<file path="config.mk">
export PLATFORM = sky130hd
export DESIGN_NAME = cordic_result_serializer
export DESIGN_NICKNAME = d
export VERILOG_FILES = /design/src/rtl/cordic_pkg.sv /design/src/rtl/result_fifo.sv /design/src/rtl/cordic_result_serializer.sv
export SDC_FILE = /design/constraint.sdc
export NUM_CORES = 1
export LEC_CHECK = 0
export BUFFER_PORTS_ARGS = -buffer_cell sky130_fd_sc_hd__buf_4
export CORE_UTILIZATION = 47
export CTS_BUF_LIST = sky130_fd_sc_hd__clkbuf_4 sky130_fd_sc_hd__clkbuf_8 sky130_fd_sc_hd__clkbuf_16
export DETAILED_ROUTE_END_ITERATION = 7
export SLEW_MARGIN = 20
export SYNTH_ARGS = -nofsm -noshare
export SYNTH_HDL_FRONTEND = slang
export SYNTH_HIERARCHICAL = 1
export SYNTH_SLANG_ARGS = --single-unit
</file>
<file path="constraint.sdc">
create_clock -name clk -period 7.67 [get_ports clk]
set_input_delay 0.3835 -clock clk [delete_from_list [all_inputs] [get_ports clk]]
set_output_delay 0.3835 -clock clk [all_outputs]
set_load 0.05 [all_outputs]
</file>
<file path="src/rtl/cordic_pkg.sv">
// Shared constants and types for the CORDIC result path.
package cordic_pkg;

    localparam int WORD_W = 48;
    localparam int TAG_W  = 16;
    localparam int VAL_W  = 32;

    localparam logic [TAG_W-1:0] TAG_SIN  = 16'h000a;
    localparam logic [TAG_W-1:0] TAG_TAN  = 16'h000b;
    localparam logic [TAG_W-1:0] TAG_COS  = 16'h000c;
    localparam logic [TAG_W-1:0] TAG_SQRT = 16'h000d;
    localparam logic [TAG_W-1:0] TAG_EXP  = 16'h000e;
    localparam logic [TAG_W-1:0] TAG_LN   = 16'h000f;

    // Serializer states: waiting for a word, or streaming bytes.
    typedef enum logic {
        S_IDLE = 1'b0,
        S_SEND = 1'b1
    } ser_state_t;

endpackage

</file>
<file path="src/rtl/result_fifo.sv">
// Circular-buffer FIFO with registered level/full/empty and drop detect.
// A push is accepted while full only if a pop happens in the same cycle.
module result_fifo #(
    parameter int WIDTH = 48,
    parameter int DEPTH = 8
) (
    input  logic                     clk,
    input  logic                     reset,
    input  logic                     i_wr_en,
    input  logic [WIDTH-1:0]         i_wr_data,
    input  logic                     i_pop,
    output logic [WIDTH-1:0]         o_rd_data,
    output logic [$clog2(DEPTH):0]   o_level,
    output logic                     o_full,
    output logic                     o_empty,
    output logic                     o_drop
);

    localparam int AW = $clog2(DEPTH);
    localparam int LW = AW + 1;

    logic [WIDTH-1:0] r_mem [DEPTH];
    logic [AW-1:0]    r_wr_ptr;
    logic [AW-1:0]    r_rd_ptr;
    logic [LW-1:0]    r_level;
    logic             r_full;
    logic             r_empty;

    logic             w_push;
    logic [LW-1:0]    w_level_next;

    assign w_push    = i_wr_en && (!r_full || i_pop);
    assign o_drop    = i_wr_en && r_full && !i_pop;
    assign o_rd_data = r_mem[r_rd_ptr];
    assign o_level   = r_level;
    assign o_full    = r_full;
    assign o_empty   = r_empty;

    // Next occupancy: simultaneous push and pop leaves the level unchanged.
    always_comb begin
        w_level_next = r_level;
        if (w_push && !i_pop) begin
            w_level_next = r_level + LW'(1);
        end else if (!w_push && i_pop) begin
            w_level_next = r_level - LW'(1);
        end
    end

    // Pointers, level and status flags.
    always_ff @(posedge clk or posedge reset) begin
        if (reset) begin
            r_wr_ptr <= '0;
            r_rd_ptr <= '0;
            r_level  <= '0;
            r_full   <= 1'b0;
            r_empty  <= 1'b1;
        end else begin
            if (w_push) begin
                r_wr_ptr <= r_wr_ptr + AW'(1);
            end
            if (i_pop) begin
                r_rd_ptr <= r_rd_ptr + AW'(1);
            end
            r_level <= w_level_next;
            r_full  <= (w_level_next == LW'(DEPTH));
            r_empty <= (w_level_next == '0);
        end
    end

    // Storage array; contents need no reset since the pointers gate reads.
    always_ff @(posedge clk) begin
        if (w_push) begin
            r_mem[r_wr_ptr] <= i_wr_data;
        end
    end

endmodule

</file>
<file path="src/rtl/cordic_result_serializer.sv">
// Buffers 48-bit tagged CORDIC results and streams them out MSB-first as
// six bytes per word on a valid/ready byte interface, flagging dropped words.
module cordic_result_serializer
    import cordic_pkg::*;
#(
    parameter int DEPTH = 8
) (
    input  logic                     clk,
    input  logic                     reset,
    input  logic                     in_wr_en,
    input  logic [WORD_W-1:0]        in_wr_data,
    output logic [7:0]               out_data,
    output logic                     out_valid,
    input  logic                     out_ready,
    output logic [$clog2(DEPTH):0]   fifo_level,
    output logic                     fifo_full,
    output logic                     overflow,
    input  logic                     ovf_clr
);

    ser_state_t        r_state;
    ser_state_t        w_state_next;
    logic [WORD_W-1:0] r_shift;
    logic [WORD_W-1:0] w_shift_next;
    logic [2:0]        r_idx;
    logic [2:0]        w_idx_next;
    logic              r_overflow;

    logic              w_pop;
    logic              w_xfer;
    logic [WORD_W-1:0] w_head;
    logic              w_empty;
    logic              w_drop;

    result_fifo #(
        .WIDTH (WORD_W),
        .DEPTH (DEPTH)
    ) u_fifo (
        .clk       (clk),
        .reset     (reset),
        .i_wr_en   (in_wr_en),
        .i_wr_data (in_wr_data),
        .i_pop     (w_pop),
        .o_rd_data (w_head),
        .o_level   (fifo_level),
        .o_full    (fifo_full),
        .o_empty   (w_empty),
        .o_drop    (w_drop)
    );

    assign w_xfer    = (r_state == S_SEND) && out_ready;
    assign out_valid = (r_state == S_SEND);
    assign out_data  = r_shift[WORD_W-1 -: 8];
    assign overflow  = r_overflow;

    // Next-state logic: load a word when idle, shift on each accepted byte,
    // and chain straight into the next word after the sixth byte.
    always_comb begin
        w_state_next = r_state;
        w_shift_next = r_shift;
        w_idx_next   = r_idx;
        w_pop        = 1'b0;
        case (r_state)
            S_IDLE: begin
                if (!w_empty) begin
                    w_pop        = 1'b1;
                    w_shift_next = w_head;
                    w_idx_next   = '0;
                    w_state_next = S_SEND;
                end
            end
            S_SEND: begin
                if (w_xfer) begin
                    if (r_idx < 3'd5) begin
                        w_shift_next = {r_shift[WORD_W-9:0], 8'h00};
                        w_idx_next   = r_idx + 3'd1;
                    end else if (!w_empty) begin
                        w_pop        = 1'b1;
                        w_shift_next = w_head;
                        w_idx_next   = '0;
                    end else begin
                        w_state_next = S_IDLE;
                    end
                end
            end
            default: w_state_next = S_IDLE;
        endcase
    end

    // Serializer state, shift register and byte index.
    always_ff @(posedge clk or posedge reset) begin
        if (reset) begin
            r_state <= S_IDLE;
            r_shift <= '0;
            r_idx   <= '0;
        end else begin
            r_state <= w_state_next;
            r_shift <= w_shift_next;
            r_idx   <= w_idx_next;
        end
    end

    // Sticky overflow flag; a drop in the same cycle as a clear wins.
    always_ff @(posedge clk or posedge reset) begin
        if (reset) begin
            r_overflow <= 1'b0;
        end else if (w_drop) begin
            r_overflow <= 1'b1;
        end else if (ovf_clr) begin
            r_overflow <= 1'b0;
        end
    end

endmodule

</file>
# ---- Yosys cells after proc, flatten, opt, wreduce, memory -nomap -nowiden
# Memory sizes are Yosys's and may differ from the RTL's.
# Index checks and enable logic that the tools add are counted.
dict set report totals {
  reg_bits 65
  latchBits 0
  ramBits 384
  rom_bits 0
  in_bits 53
  elab_cells 52
  n_memories 1
}
dict set report classes {
  addsub 5
  mul 0
  n_div 0
  n_lt_le_gt_ge 1
  n_eq_ne 2
  shifts 0
  muxes 21
  bitwise 1
  n_reduce_logical 12
}
# memory words width read_ports rd_ports_with_merged_regs wr line_no
set memory_table {}
lappend memory_table {u_fifo.r_mem 8 48 1 0 1 result_fifo.sv:22} ;# logic [WIDTH-1:0] r_mem [DEPTH];
# operator n
set op_table {}
lappend op_table {{two-way mux 48 bit} 3}
lappend op_table {{case mux 48 bit (2 select lines)} 1}
lappend op_table {{adder 3 x 1 -> 3 bit (second input constant)} 3}
lappend op_table {{two-way mux 1 bit} 9}
lappend op_table {{two-way mux 3 bit} 3}
lappend op_table {{two-way mux 4 bit} 2}
lappend op_table {{logical AND 1 bit} 6}
lappend op_table {{case mux 3 bit (2 select lines)} 1}
lappend op_table {{adder 4 x 1 -> 4 bit (second input constant)} 1}
lappend op_table {{== test 4 bit (second input constant)} 1}
lappend op_table {{logical NOT 4 bit} 1}
lappend op_table {{case mux 1 bit (2 select lines)} 2}
lappend op_table {{subtractor 4 x 1 -> 4 bit (second input constant)} 1}
lappend op_table {{logical NOT 1 bit} 3}
lappend op_table {{< comparator 3 bit (second input constant)} 1}
lappend op_table {{inequality test 2 x 1 -> 1 bit (second input constant)} 1}
lappend op_table {{nonzero test 2 bit} 1}
lappend op_table {{logical OR 1 bit} 1}
lappend op_table {{inverter 1 bit} 1}

# ---- Depth between registers and ports, before layout
# Gate-level depths: netlist of the first run.
dict set report depth {
  word_depth 11
  ltp_mapped 11
}

# ---- By module
# The synthesis of the first run kept the hierarchy.
# module n_inst cells_per_inst area_per_inst_um2 seq_area_each_um2
set by_module_without_submodules {}
lappend by_module_without_submodules {result_fifo 1 625 15075.7 11832.6}
lappend by_module_without_submodules {cordic_result_serializer 1 194 2417.3 1326.3}

# ---- Least setup slack after synthesis of the first run
# OpenSTA, ideal clock, no wires.
dict set report synth_path {
  path_kind {register to register}
  from {register r_state (netlist: out_valid)}
  to {memory u_fifo.r_mem[0][0] (enable)}
  setup_time_ps 513
  arrival_ps 5332
  required_time_ps 7157
  setup_slack_ps 1825
  path_stages_with_launch 10
  n_path_buf 3
  cell_sequence {dfrtp_1 a21o_1 buf_6 inv_4 buf_6 clkbuf_1 nand2b_1 nand2_1 or2_2 nor3_1}
}
dict set report synth_between {
  elab_chain_cells 7
  word_cells_on_any_way 8
  classes_between {mux: 4; bitwise: 1; reduce/logical: 3}
}
# element line_no
set synth_lines {}
lappend synth_lines {{start: declaration} cordic_result_serializer.sv:21} ;# ser_state_t r_state;
lappend synth_lines {{start signal: assignment} cordic_result_serializer.sv:97} ;# r_state <= w_state_next;
lappend synth_lines {{logical AND 1 bit} cordic_result_serializer.sv:51} ;# assign w_xfer = (r_state == S_SEND) && out_ready;
lappend synth_lines {{two-way mux 1 bit} cordic_result_serializer.sv:73} ;# if (w_xfer) begin
lappend synth_lines {{case mux 1 bit (2 select lines) *} cordic_result_serializer.sv:63} ;# case (r_state)
lappend synth_lines {{net w_pop} cordic_result_serializer.sv:29} ;# logic w_pop;
lappend synth_lines {{logical OR 1 bit *} result_fifo.sv:32} ;# assign w_push = i_wr_en && (!r_full || i_pop);
lappend synth_lines {{logical AND 1 bit *} result_fifo.sv:32}
lappend synth_lines {{two-way mux 1 bit *} result_fifo.sv:72} ;# if (w_push) begin
lappend synth_lines {{two-way mux 1 bit (implied by the code) *} result_fifo.sv:73} ;# r_mem[r_wr_ptr] <= i_wr_data;
lappend synth_lines {{end: declaration} result_fifo.sv:22}
# Mark *: on every way through the listed nets, which the timed path passes. The rest lies on a longest branch.

# ---- Worst setup path in the final report of the first run
dict set report layout_path {
  from {register r_idx[0]}
  to {memory u_fifo.r_mem[2][0] (enable)}
}
dict set report layout_between {
  elab_chain_cells 8
}
# element line_no
set layout_lines {}
lappend layout_lines {{start: declaration} cordic_result_serializer.sv:25} ;# logic [2:0] r_idx;
lappend layout_lines {{start signal: assignment} cordic_result_serializer.sv:99} ;# r_idx <= w_idx_next;
lappend layout_lines {{< comparator 3 bit} cordic_result_serializer.sv:74} ;# if (r_idx < 3'd5) begin
lappend layout_lines {{two-way mux 1 bit} cordic_result_serializer.sv:74}
lappend layout_lines {{two-way mux 1 bit} cordic_result_serializer.sv:73}
lappend layout_lines {{case mux 1 bit (2 select lines)} cordic_result_serializer.sv:63}
lappend layout_lines {{logical OR 1 bit} result_fifo.sv:32}
lappend layout_lines {{logical AND 1 bit} result_fifo.sv:32}
lappend layout_lines {{two-way mux 1 bit} result_fifo.sv:72}
lappend layout_lines {{two-way mux 1 bit (implied by the code)} result_fifo.sv:73}
# No other way between the ends.

==> summary.txt, run 1 <==
Clocking
  – CTS Buf Count: 46
  – Clk_lat worst skew: 0.55 ns
  – H-tree Lvls: 2
  – CTS Buffer Depth: 3
  – Post-CTS Resized: 0
  – Clock-pin slew on the worst setup and hold paths: 0.06 ns
  – CTS Root Cell: clkbuf_16
  – Clk sink count: approximately 450
  – TritonCTS clock tree: done

Synth
  – FF+latch count, synth: roughly 450
  – Avg Synthesized Cell Area: 21.4 um2
  – Post-Synthesis Cells: a little over 800
  – Mapped Nets: ~900
  – Unique cell type count in the Yosys netlist: 46
  – Register area share after synthesis: 75.2%
  – EDFF count, synth: 384
  – Total of warnings raised by yosys: 6
  – Post-synth ARST share: 14.5%
  – Top FF cell, synth: edfxtp_1
  – Synthesized cell area: around 17,000 um2

Global route
  – Busiest layer in global routing: met2
  – GRT Overall Usage: between 10% and 20%
  – Initial antenna violation count: 1
  – GR Util met2: 32.1%
  – Met3 Usage GRT: slightly below 3%
  – Largest net degree at the start of global routing: 57
  – Number of global-route vias before repair: 8,831
  – Met1 Usage GRT: between 20% and 30%
  – Gr ovfl total: 0
  – First-pass GRT wire length: 53.3 mm

Setup path
  – Data arrival, critical path: between 4 and 5 ns
  – Crit-path max cell delay: 0.59 ns
  – CP startpoint kind: flip-flop
  – Worst setup EP type: flip-flop
  – Worst path bufs/invs: 2
  – CP cell instances: o211ai_2 -> a21o_1 -> inv_4 -> nand2b_1 -> nand2_1 -> or2_2 -> nor2_4 -> buf_4
  – Crit-path max FO: 43
  – Kind of critical path: reg2reg
  – Required @ worst endpoint: 7.84 ns
  – Worst path slowest cell: nor2_4
  – Top delay family on crit path: simple AND/OR/NAND/NOR gates

Cells and area
  – # nets final: approximately 950
  – Layout area overhead: 13.9%
  – Fillcell total: 2,764
  – Commonest non-fill, non-tap cell in the layout: edfxtp_1
  – Final Non-Filler Cells: 1,401
  – Commonest non-fill, non-tap cells in the layout: edfxtp_1, mux4_2, buf_4
  – Share of post-route cells with drive strength above 1: 36.4%

Timing
  – Count of pins over their slew limit: 0
  – Worst clock skew: 0.0160 ns
  – Worst-Margin Slew: 0.914 ns
  – Slew margin rel.: 39.1%
  – Peak Freq: 258 MHz
  – Final setup viols: 0
  – Final period util: 50.6%
  – Final min period: a little under 4 ns
  – RSZ-0062 raised after global routing: no
  – Final hold vios: 0
  – Setup TNS Final: 0 ns

Floorplan
  – Num rows: 70
  – Die Ht: 195 um
  – Initial Util: 47.8%
  – Core Region: roughly 37,000 um2
  – Die X: roughly 190 um
  – Ports: 68
  – Die ar.: around 38,000 um2

Flow run
  – Max Cap Violations: 0

Routing
  – Pre-antenna DRT Iters: 5
  – Routed vias: 8,229
  – Drt wl/cell: around 25 um
  – ANT nets after route: 0
  – Routed WL: 34.6 mm
  – Vias per cell: 5.87
  – DRT iter0 DRCs: 562
  – # DRC: 0

Power
  – Lkg Pwr: 6.82 nW
  – PD cells: about 390 nW/um2
  – Peak VDD IR: 0.000267 V

Place
  – Placed cells: 1,314
  – IO buf count: 67
  – Placer Congestion: roughly 0.76
  – Placed wire-length estimate: 19.2 mm

Min path
  – Worst Hold Class: in2reg

Outcome
  – Outcome: completed
-- report_power, final --
part | leakage [nW] | switching (mW) | internal, mW
registers | 4.28 | 0.285 | 3.15
clock network | 0.749 | 0.876 | 1.28
logic | 1.79 | 1.11 | 1.01
total | 6.82 | 2.27 | 5.44
-- worst reg2reg max path, delay by kind of cell (launching register included) --
kind                   cells  cell delay [ns]
buffers and inverters      2             1.04
DFF                        1             0.53
and+or+nand+nor            4             1.32
AOI/OAI and AO/OA          2             0.59
-- through the flow --
stage          power (mW)  hold WS [ns]  cell area, um2  utilization (%)  setup WS (ns)
2_1_floorplan        5.02         0.247           17500                -           1.83
3_3_place_gp         5.58         0.251           18400             50.3           3.89
3_5_place_dp         5.66         0.255           18400             50.3           3.74
4_1_cts              7.82        0.0408           19900             54.4           3.75
5_1_grt              8.06        0.0556           19900             54.4           3.56
6_report             7.71        0.0672           19900             54.4           3.79
-- routing by layer --
metal | part of all wire (%) | vias up
li1 | - | 3565
met2 | 51 | 194
met5 | 0 | -
met3 | 4.4 | 59
met1 | 42 | 4411
met4 | 2.4 | 0
-- final timing paths --
kind | from | endpoint | slack [ns] | cells past startpoint
worst max register to register | r_idx[0] | u_fifo/r_mem[2][0] | 3.79 | 8
min in group asynchronous | reset | overflow | 0.25 | 3
max in group asynchronous | reset | r_shift[45] | 6.56 | 4
worst max-delay path | r_idx[0] | u_fifo/r_mem[2][0] | 3.79 | 8
worst min register to register | u_fifo/o_empty | out_valid | 0.48 | 1
worst min-delay path | in_wr_data[16] | u_fifo/r_mem[6][16] | 0.07 | 1
-- cell type report --
cell class	instances	area [um2]	area share [%]
Antenna cell	1	2.50	0.0126
Clock buffer	62	1330	6.67
Clock inverter	23	155	0.778
Inverter	9	36.3	0.182
Multi-Input combinational cell	306	4030	20.2
Sequential cell	449	13200	66.1
Tap cell	468	586	2.94
Timing Repair Buffer	83	626	3.14
-- registers in the layout (all words and copies together), names as in the netlist --
| signal | count |
|---|---|
| overflow | 1 |
| out_valid | 1 |
| u_fifo/o_level | 4 |
| u_fifo/r_rd_ptr | 3 |
| u_fifo/r_wr_ptr | 3 |
| u_fifo/o_full | 1 |
| r_idx | 3 |
| u_fifo/o_empty | 1 |
| r_shift | 48 |
| u_fifo/r_mem | 384 |
-- cell families after synthesis --
| family | share of synthesized area, % |
|---|---|
| compound gates | 3.67 |
| xor+xnor | 0.343 |
| fa+ha+maj | 0.358 |
| buf+inv | 2.09 |
| flops | 75.2 |
| mux | 15.6 |
| simple gates | 2.74 |
-- synth_stat cells (2+ instances only) --
cell / number / area share, %
edfxtp_1: 384 / 66
mux4_2: 96 / 12
dfrtp_1: 64 / 9.2
mux2_2: 50 / 3.2
and3_1: 24 / 0.86
a221o_1: 23 / 1.3
clkbuf_1: 18 / 0.39
or3_1: 17 / 0.61
o221a_2: 16 / 1.0
buf_2: 14 / 0.40
buf_4: 10 / 0.43
buf_6: 9 / 0.58
nand2_1: 9 / 0.19
nor2_1: 9 / 0.19
a22o_1: 8 / 0.40
inv_1: 8 / 0.17
nand3_1: 7 / 0.20
nand2b_1: 6 / 0.21
ha_1: 5 / 0.36
a21oi_1: 4 / 0.11
buf_1: 4 / 0.086
xnor2_1: 4 / 0.20
o311ai_0: 3 / 0.15
a21o_1: 2 / 0.086
nor3_1: 2 / 0.057
nor4bb_1: 2 / 0.11
o211ai_1: 2 / 0.086
-- what timing repair did --
| action | 4_1_cts | 5_1_grt |
|---|---|---|
| setup endpoints to repair | 0 | 0 |
| hold buffers | 1 | 0 |
| endpoints found under the hold margin | 12 | 0 |
| buffers inserted | 0 | 0 |
(Power assumes the default switching activity.)
==> run 2, diff against run 1 <==
--- a/config.mk
+++ b/config.mk
@@ -5,6 +5,7 @@
 export SDC_FILE = /design/constraint.sdc
 export NUM_CORES = 1
 export LEC_CHECK = 0
+export ABC_AREA = 1
 export BUFFER_PORTS_ARGS = -buffer_cell sky130_fd_sc_hd__buf_4
 export CORE_UTILIZATION = 47
 export CTS_BUF_LIST = sky130_fd_sc_hd__clkbuf_4 sky130_fd_sc_hd__clkbuf_8 sky130_fd_sc_hd__clkbuf_16
==> constraint.sdc (replaced) <==
create_clock -name clk -period 3.9 [get_ports clk]
set_input_delay 0.195 -clock clk [delete_from_list [all_inputs] [get_ports clk]]
set_output_delay 0.195 -clock clk [all_outputs]
set_load 0.05 [all_outputs]
==> run 2 against run 1 <==
Effect of this change:
- global-route usage up 2.9 points
- synthesized cell count up 98%
- routed wire length increased by 22%
- combinational power up 140%
- clock skew fell by 0.0064 ns
- cell count up 61%
- critical path type unchanged
- critical endpoint is now u_fifo/r_mem[0][11]
- largest cell class unchanged
- highest routed layer unchanged
==> summary.txt, run 2 <==
Setup path
  – Worst path slowest cell: nor2_4 (unchanged)
  – Data arrival, critical path: 3.40 ns (was 4.05 ns)
  – Required @ worst endpoint: 4.10 ns (was 7.84 ns)
  – Worst path bufs/invs: 3 (was 2)
  – Top delay family on crit path: simple AND/OR/NAND/NOR gates (unchanged)
  – Crit-path max FO: 27 (was 43)
  – Worst setup EP type: flip-flop (unchanged)
  – CP cell instances: buf_4 -> nand2_2 -> inv_1 -> nor2_1 -> o21ai_0 -> or2_2 -> nor2_4 -> buf_4 (was o211ai_2 -> a21o_1 -> inv_4 -> nand2b_1 -> nand2_1 -> or2_2 -> nor2_4 -> buf_4)
  – Cell mode on critical path: buf_4
  – Kind of critical path: reg2reg (unchanged)
  – Crit-path max cell delay: 0.86 ns (was 0.59 ns)
  – R2r setup slk: 0.69 ns (was 3.79 ns)
  – CP startpoint kind: flip-flop (unchanged)

Floorplan
  – Die Ht: 200 um (was 195 um)
  – Ports: 68 (unchanged)
  – Die ar.: 40,000 um2 (was 38,000 um2)
  – Die X: 200 um (was 195 um)
  – Initial Util: 47.7% (was 47.8%)
  – Core Region: 38,600 um2 (was 36,600 um2)
  – Num rows: 72 (was 70)

Routing
  – Vias per cell: 5.35 (was 5.87)
  – ANT nets after route: 0 (unchanged)
  – DRT iter0 DRCs: 1,029 (was 562)
  – Routed WL: 42.0 mm (was 34.6 mm)
  – # DRC: 0 (unchanged)
  – Pre-antenna DRT Iters: 5 (unchanged)
  – Drt wl/cell: 18.6 um (was 24.7 um)
  – Routed vias: 12.1k (was 8,229)

Cells and area
  – Fin area: 21,300 um2 (was 19,900 um2)
  – ANT cells: 0 (was 1)
  – # nets final: 1,763 (was 953)
  – Commonest non-fill, non-tap cells in the layout: edfxtp_1, nor2_1, nand2_1 (was edfxtp_1, mux4_2, buf_4)
  – Multi-input gate area: 4500 um2 (was 4030 um2)
  – Final core utilization: 55.1% (was 54.4%)
  – Layout area overhead: 15.6% (was 13.9%)
  – Share of post-route cells with drive strength above 1: 11.3% (was 36.4%)
  – Storage cell area: 13,200 um2 (unchanged)
  – Fillcell total: 3,236 (was 2,764)
  – Max FFs per register: 384 (unchanged)
  – Final Non-Filler Cells: 2,260 (was 1,401)
  – Top reg by flops: u_fifo/r_mem (unchanged)
  – Commonest non-fill, non-tap cell in the layout: edfxtp_1 (unchanged)

Timing
  – RSZ-0062 raised after global routing: no (unchanged)
  – Peak Freq: 312 MHz (was 258 MHz)
  – Final period util: 82.3% (was 50.6%)
  – Count of pins over their slew limit: 0 (unchanged)
  – Hold WS: 0.0706 ns (was 0.0672 ns)
  – Final setup viols: 0 (unchanged)
  – Setup TNS Final: 0 ns (unchanged)
  – Worst-Margin Slew: 1.11 ns (was 0.914 ns)
  – Worst clock skew: 0.00963 ns (was 0.0160 ns)
  – Final WS setup: 0.692 ns (was 3.79 ns)
  – Final min period: 3.21 ns (was 3.88 ns)
  – Slew margin rel.: 26.0% (was 39.1%)
  – Final hold vios: 0 (unchanged)

Place
  – Placed cells: 2,125 (was 1,314)
  – Placed standard-cell area: 19,300 um2 (was 18,400 um2)
  – DP Worst Slack: 0.679 ns (was 3.74 ns)
  – Placed wire-length estimate: 22.5 mm (was 19.2 mm)
  – IO buf count: 67 (unchanged)
  – Placer Congestion: 0.779 (was 0.764)

Clocking
  – TritonCTS clock tree: done (unchanged)
  – Clk_lat worst skew: 0.55 ns (about the same)
  – Clk sink count: 449 (unchanged)
  – CTS Buffer Depth: 3 (unchanged)
  – CTS Buf Count: 46 (unchanged)
  – H-tree Lvls: 2 (unchanged)
  – CTS Root Cell: clkbuf_16 (unchanged)
  – Post-CTS setup buffers: 0 (unchanged)
  – Clock-pin slew on the worst setup and hold paths: 0.06 ns (about the same)

Power
  – Peak VDD IR: 0.000489 V (was 0.000267 V)
  – PD cells: 758 nW/um2 (was 387 nW/um2)
  – Pwr Total: 16.1 mW (was 7.71 mW)
  – Lkg Pwr: 7.87 nW (was 6.82 nW)

Synth
  – Unique cell type count in the Yosys netlist: 28 (was 46)
  – EDFF count, synth: 384 (unchanged)
  – Top-count cell post-synth: edfxtp_1 (unchanged)
  – Commonest cells post-synth: edfxtp_1, nor2_1, nand2_1 (was edfxtp_1, mux4_2, dfrtp_1)
  – Post-Synthesis Cells: 1,621 (was 819)
  – Top post-synthesis cells by area: edfxtp_1, dfrtp_1, nor2_1 (was edfxtp_1, mux4_2, dfrtp_1)
  – FF+latch count, synth: 449 (unchanged)
  – Post-synth top area share: 62.6% (was 65.9%)
  – Top FF cell, synth: edfxtp_1 (unchanged)
  – Avg Synthesized Cell Area: 11.4 um2 (was 21.4 um2)
  – Leading area contributor after synthesis: edfxtp_1 (unchanged)
  – Total of warnings raised by yosys: 6 (unchanged)
  – Mapped Nets: 1,679 (was 877)
  – Register area share after synthesis: 71.4% (was 75.2%)
  – Synthesized cell area: 18,400 um2 (was 17,500 um2)
  – Post-synth ARST share: 14.5% (unchanged)

Min path
  – Worst Hold Class: in2reg (unchanged)

Global route
  – Number of global-route vias before repair: 11.7k (was 8,831)
  – Initial antenna violation count: 0 (was 1)
  – Largest net degree at the start of global routing: 163 (was 57)
  – First-pass GRT wire length: 66.0 mm (was 53.3 mm)
  – GRT Overall Usage: 21.7% (was 18.7%)
  – Gr ovfl total: 0 (unchanged)

Flow run
  – Max Cap Violations: 0 (unchanged)

Outcome
  – Outcome: completed (unchanged)
run 2: metal layers:
layer / share of wire, % / global-route usage, %
met4: 1.4 / 5.46
met3: 5.0 / 2.86
met5: 0 / 0
met1: 45 / 30.7
met2: 48 / 35.5
run 2: layout make-up:
type	count	share of cell area [%]
timing repair buffer	144	5.84
inverter	57	1.02
clock inverter	19	0.817
clock buffer	66	6.31
sequential	449	61.8
tap	518	3.04
multi-input combinational	1007	21.1
run 2: what timing repair did:
action,in CTS,in global routing
hold buffers,50,0
resized for setup,0,0
hold endpoints to repair,449,0
run 2: logic make-up after synthesis:
family	Yosys count	share of synthesized area, %
compound gates	301	8.25
simple gates	698	15.4
fa+ha+maj	5	0.339
buf+inv	165	4.50
xor+xnor	3	0.143
flops	449	71.4
run 2: report_power, final:
part	internal, mW	switching [mW]
Combinational	1.49	3.63
Sequential	6.18	0.480
Clock	2.60	1.76
run 2: tightest hold or removal path, cell delays in order:
cell and delay, ns:
buf_4 0.11, nor2_4 0.05, nor2_1 0.11, nand2_1 0.09
run 2: final timing paths:
path                              from                  end  cells past startpoint
max                          out_valid  u_fifo/r_mem[0][11]                      8
min                          out_ready            out_valid                      4
max reg2reg                  out_valid  u_fifo/r_mem[0][11]                      8
min reg2reg                r_shift[23]          r_shift[31]                      2
max in group asynchronous        reset           r_shift[6]                      4
min in group asynchronous        reset   u_fifo/r_wr_ptr[0]                      3
